[src/rtl/c2_skid_stage.sv]
// c2_skid_stage: two-entry registered skid buffer with wrapping accepted-word counter.
module c2_skid_stage #(
  parameter int size = 5,
  parameter int CW = 8
) (
  input  logic            clk,
  input  logic            rst_n,
  input  logic            flush,
  input  logic [size-1:0] in_data,
  input  logic            in_valid,
  output logic            in_ready,
  output logic [size-1:0] out_data,
  output logic            out_valid,
  input  logic            out_ready,
  output logic [1:0]      occ,
  output logic [CW-1:0]   xfer_cnt
);
  logic [size-1:0] head, tail, head_n, tail_n;
  logic [1:0] occ_n;
  logic push, pop;
  assign in_ready  = occ != 2'd2;
  assign out_valid = occ != 2'd0;
  assign out_data  = head;
  assign push = in_valid & in_ready;
  assign pop  = out_valid & out_ready;
  // head refills from tail when draining a full buffer, or from the input when it becomes/stays the only word
  always_comb begin
    occ_n  = occ + {1'b0, push} - {1'b0, pop};
    head_n = (pop && occ == 2'd2) ? tail : (push && (occ == 2'd0 || pop)) ? in_data : head;
    tail_n = (push && occ == 2'd1 && !pop) ? in_data : tail;
  end
  always_ff @(posedge clk or negedge rst_n) begin
    if (!rst_n) begin
      occ      <= '0;
      head     <= '0;
      tail     <= '0;
      xfer_cnt <= '0;
    end else if (flush) begin
      occ      <= '0;
      xfer_cnt <= '0;
    end else begin
      occ      <= occ_n;
      head     <= head_n;
      tail     <= tail_n;
      xfer_cnt <= xfer_cnt + CW'(push);
    end
  end
endmodule

[config.mk]
export PLATFORM = sky130hd
export DESIGN_NAME = c2_skid_stage
export DESIGN_NICKNAME = d
export VERILOG_FILES = /design/src/rtl/c2_skid_stage.sv
export SDC_FILE = /design/constraint.sdc
export NUM_CORES = 1
export LEC_CHECK = 0
export ABC_AREA = 1
export ABC_CLOCK_PERIOD_IN_PS = 2200
export CELL_PAD_IN_SITES_DETAIL_PLACEMENT = 0
export CELL_PAD_IN_SITES_GLOBAL_PLACEMENT = 1
export CORE_MARGIN = 5
export CORE_UTILIZATION = 34
export DETAILED_ROUTE_END_ITERATION = 6
export GPL_TIMING_DRIVEN = 0
export PLACE_DENSITY_LB_ADDON = 0.12
export SYNTH_ARGS = -nofsm -noshare
export SYNTH_HDL_FRONTEND = slang
export SYNTH_SLANG_ARGS = --single-unit
[constraint.sdc]
create_clock -name clk -period 2.2 [get_ports clk]
set_input_delay 0.44 -clock clk [delete_from_list [all_inputs] [get_ports clk]]
set_output_delay 0.44 -clock clk [all_outputs]
set_load 0.05 [all_outputs]
### After elaboration in Yosys (flattened, before gate mapping)

Cells that the tools add are included.

* flip-flop bits (word level): 20
* input port bits: 10
* output and inout port bits: 17
* word-level logic and storage cells: 28

* add/sub/neg operators: 3
* eq/ne operators: 3
* mux-type cells: 4
* bitwise operators: 3
* reduce and logical (&&, ||, !) cells: 11

Operators by type and width (count)
* 5-bit 2-to-1 mux: 2
* 8-bit by 1-bit adder with 8-bit output: 1
* 8-bit 2-to-1 mux: 1
* 1-bit logical AND: 4
* 2-bit AND reduction: 2
* 2-bit nonzero test: 2
* 2-bit by 1-bit adder with 2-bit output: 1
* 1-bit AND: 2
* 2-bit by 1-bit == test with 1-bit output (second input constant): 1
* 2-bit == test (second input constant): 1
* 2-bit zero test: 1
* 2-bit 2-to-1 mux: 1
* 2-bit inequality test (second input constant): 1
* 2-bit by 1-bit subtractor with 2-bit output: 1
* 1-bit zero test: 1
* 1-bit logical OR: 1
* 1-bit NOT: 1

### Depth between registers and ports, before layout

* depth after elaboration: 6
* depth in mapped cells: 10
* mapped depth without buffers: 10

### Worst setup path before layout

OpenSTA, ideal clock, no wires.

* path type: flip-flop to flip-flop
* start: register occ[1]
* end: register occ[1]
* setup time: 125 ps
* arrival: 2024 ps
* data required time: 2075 ps
* path slack: 51 ps
* stages on the path, launching flop included: 9
* path buffers: 0
* clock period less this slack: 2149 ps
* cells stage by stage: dfrtp_1 or2_1 nand2_2 inv_1 ha_1 inv_1 ha_1 o21ai_0 a21oi_1

* elaborated cells between the ends (all ways): 7
* classes of those cells: 2 x add/sub; 1 x eq/ne; 1 x mux; 2 x bitwise; 1 x reduce/logical

RTL lines
* start: declaration: RTL line 15 `output logic [1:0] occ,`
* start signal: assignment: RTL line 42 `occ <= occ_n;`
* 2-bit nonzero test: RTL line 22 `assign out_valid = occ != 2'd0;`
* named net out_valid: RTL line 13 `output logic out_valid,`
* 1-bit AND: RTL line 25 `assign pop = out_valid & out_ready;`
* 2-bit by 1-bit subtractor with 2-bit output: RTL line 28 `occ_n = occ + {1'b0, push} - {1'b0, pop};`
* 2-bit 2-to-1 mux: RTL line 38 `end else if (flush) begin`

The timed path passes the listed nets, and every way through them passes these cells.
A chain may end at the register's enable or synchronous reset.

### Worst setup path after layout

* start: register occ[1]
* end: output out_valid

* longest elaborated chain between the ends: 1

Ends and longest elaborated chain (RTL line)
* 2-bit nonzero test: 22
* end: declaration: 13

No other way between the ends.

==> impl_metrics.py <==
metrics = {
    "synth": {
        "syn_nets": 125,
        "synthCells": 112,
        "ys_seq_elements": 20,
        "netlist_area_um2": 1000,
        "seq_area_frac_synth_pct": 49.9,
        "yosysWarnings": 0,
        "syn_area_per_cell_um2": 8.95,
        "synthDistinctLibCells": 21,
    },
    "placement": {
        "hpwl_mm": 1.58,
        "io_buffers": 26,
        "gp_congestion": 0.739,
        "post-place-ws_ns": 0.185,
    },
    "finish": {
        "nFillCells": 275,
        "syn_to_final_growth_pct": 35.3,
        "multi_input_area_um2": 445,
        "n_antenna_cell": 0,
        "final_nets": 156,
        "register_area_um2": 500,
        "utilization_pct": 48.8,
        "drive_gt1_share_pct": 10.6,
    },
    "route": {
        "wl_per_cell_um": 11.9,
        "via_per_inst": 4.71,
        "route.detailed.drc": 0,
        "final_antenna_net_count": 0,
        "wirelength_mm": 2.05,
        "drtIter0Drc": 18,
        "vias": 815,
        "first_pass_iters": 4,
    },
    "die": {
        "die_y_um": 64.3,
        "initial_utilization_pct": 36.0,
        "die_area_um2": 4130,
        "die_x_um": 64.3,
        "ios": 27,
        "rows": 19,
        "core_area_um2": 2780,
    },
    "critical_path": {
        "startpoint": "occ[1]$_DFF_PN0_",
        "timing.rr.start": "occ[1]$_DFF_PN0_",
        "rr_endpoint": "occ[1]$_DFF_PN0_",
        "worstPathRequired_ns": 1.76,
        "critPathCapture": "out_valid",
        "crit_type": "reg -> out",
        "rrSetupSlack_ns": 0.47,
        "cp-end-kind": "output pin",
        "cp_data_arrival_time_ns": 1.56,
        "crit_path_max_fanout": 7,
        "rr_worst_depth": 8,
        "startpoint_type": "flip-flop",
    },
    "power": {
        "ir_drop_mv": 0.754,
        "powerDensity_nw_per_um2": 1240,
        "p_leak_nw": 0.667,
    },
    "clock_network": {
        "clk_path_buf_depth": 2,
        "clk_pin_slew_ns": 0.12,
        "cts_tree": "built",
        "htreeDepth": 1,
        "hold_buffers": 0,
        "root_buffer": "clkbuf_4",
        "clkSinkCount": 20,
        "clk_latency_ns": 0.30,
        "numCtsBuffers": 3,
    },
    "sta": {
        "timing.fmax_mhz": 500,
        "finalCritPeriodShare_pct": 91.0,
        "report.final.slew_viol_count": 0,
        "whs_ns": 0.500,
        "fin_worst_skew_ns": 0.00272,
        "finalSetupViolations": 0,
        "relSlewSlack_pct": 40.5,
        "hold_violations": 0,
        "min_period_ns": 2.00,
        "worst_pin_slew_ns": 0.890,
        "fin_tns_setup_ns": 0,
        "worst_slack_ns": 0.199,
        "rsz0062_at_grt": "false",
    },
    "hold_path": {
        "min_path_type": "reg -> reg",
    },
    "flow_run": {
        "drv_cap": 0,
    },
    "grt": {
        "antenna_found_initial": 0,
        "grt_usage_pct": 11.2,
        "grt_pass1_vias": 775,
        "gr-total-overflow": 0,
        "grt_pass1_wl_mm": 3.66,
        "grt_max_degree": 21,
    },
    "outcome": {
        "status": "finished clean",
    },
}
-- area by class of cell --
cell class                      count  share of cell area, %
Inverter                           15                   4.15
Clock inverter                      1                   2.21
Multi-Input combinational cell     77                   32.8
Tap cell                           31                   2.86
Sequential cell                    20                   36.9
Timing Repair Buffer               26                   19.4
Clock buffer                        3                   1.66
-- cells by family (layout without fill, tap and decap cells) --
kind of cell	Yosys count	in the layout	share of synthesized area (%)
fa+ha+maj	3	3	3.75
buf+inv	15	45	5.62
compound gates	26	26	15.2
flops	20	20	49.9
simple gates	46	46	23.7
xor+xnor	2	2	1.75
-- where the power goes --
part           switching [W]  internal, W  total [W]
sequential         0.0000927     0.000480   0.000572
combinational       0.000541     0.000263   0.000805
clock               0.000115     0.000184   0.000299
total               0.000749     0.000927    0.00168
-- cell usage in the layout, fill, tap and decap left out --
master / netlist / routed
clkbuf_4: 0 / 3
a21oi_1: 5 / 5
nor2_1: 11 / 11
a21oi_4: 1 / 1
nor3_1: 2 / 2
xor2_1: 2 / 2
nor3_2: 1 / 1
nand3_4: 2 / 2
ha_1: 3 / 3
nand3_2: 1 / 1
inv_2: 2 / 2
or2_1: 1 / 1
clkdlybuf4s50_1: 0 / 22
dlygate4sd2_1: 0 / 2
o21ai_0: 8 / 8
nand2_4: 1 / 1
nand2_1: 23 / 23
nand2_2: 1 / 1
dfrtp_1: 20 / 20
inv_1: 13 / 13
nand3_1: 2 / 2
o21ai_1: 11 / 11
bufinv_16: 0 / 1
dlymetal6s2s_1: 0 / 2
nor2_4: 1 / 1
o21ai_4: 1 / 1
-- registers in the layout, indices dropped and copies added, names as in the netlist --
name	flops
tail	5
out_data	5
occ	2
xfer_cnt	8
-- layer usage --
metal | track usage, % | vias to the layer above | share of wire [%] | wire length [µm]
met3 | 3.68 | 2 | 5.6 | 115
li1 | - | 425 | - | -
met1 | 14.8 | 372 | 49 | 1000
met5 | 0 | - | 0 | 0
met2 | 16.3 | 16 | 45 | 919
met4 | 5.34 | 0 | 0.97 | 20
-- critical path: stages (launching register included) --
cell,delay [ns]
dfrtp_1,0.55
or2_1,0.18
dlygate4sd2_1,0.54
-- synthesized netlist by cell type (all sizes together) --
cell type	number	area [µm²]
o21ai	20	111
nor3	3	20.0
or2	1	6.26
nand3	5	55.1
xor2	2	17.5
inv	15	56.3
nand2	25	104
nor2	12	52.6
dfrtp	20	500
a21oi	6	41.3
ha	3	37.5
-- how the worst min path moves through the flow --
stage               slack, ns                     from                      end  cells after the start
detailed placement       0.47      tail[4]$_DFFE_PN0P_      tail[4]$_DFFE_PN0P_                      2
finish                   0.50      tail[4]$_DFFE_PN0P_      tail[4]$_DFFE_PN0P_                      2
global route             0.54  out_data[0]$_DFFE_PN0P_  out_data[0]$_DFFE_PN0P_                      2
global placement         0.47      tail[4]$_DFFE_PN0P_      tail[4]$_DFFE_PN0P_                      2
floorplan                0.14                    rst_n         occ[0]$_DFF_PN0_                      0
CTS                      0.50      tail[4]$_DFFE_PN0P_      tail[4]$_DFFE_PN0P_                      2
-- stage by stage --
step,total power [W],area (µm²),std cells
2_1_floorplan,0.00115,1000,112
3_3_place_gp,0.00140,1300,169
3_5_place_dp,0.00141,1300,169
4_1_cts,0.00171,1350,173
5_1_grt,0.00180,1360,173
6_report,0.00168,1360,173
-- repair_timing --
item / 4_1_cts / 5_1_grt
gates resized for setup: 2 / 2
setup endpoints to repair: 2 / 2
setup buffers: 0 / 0
Power figures use the tool's default switching activity.
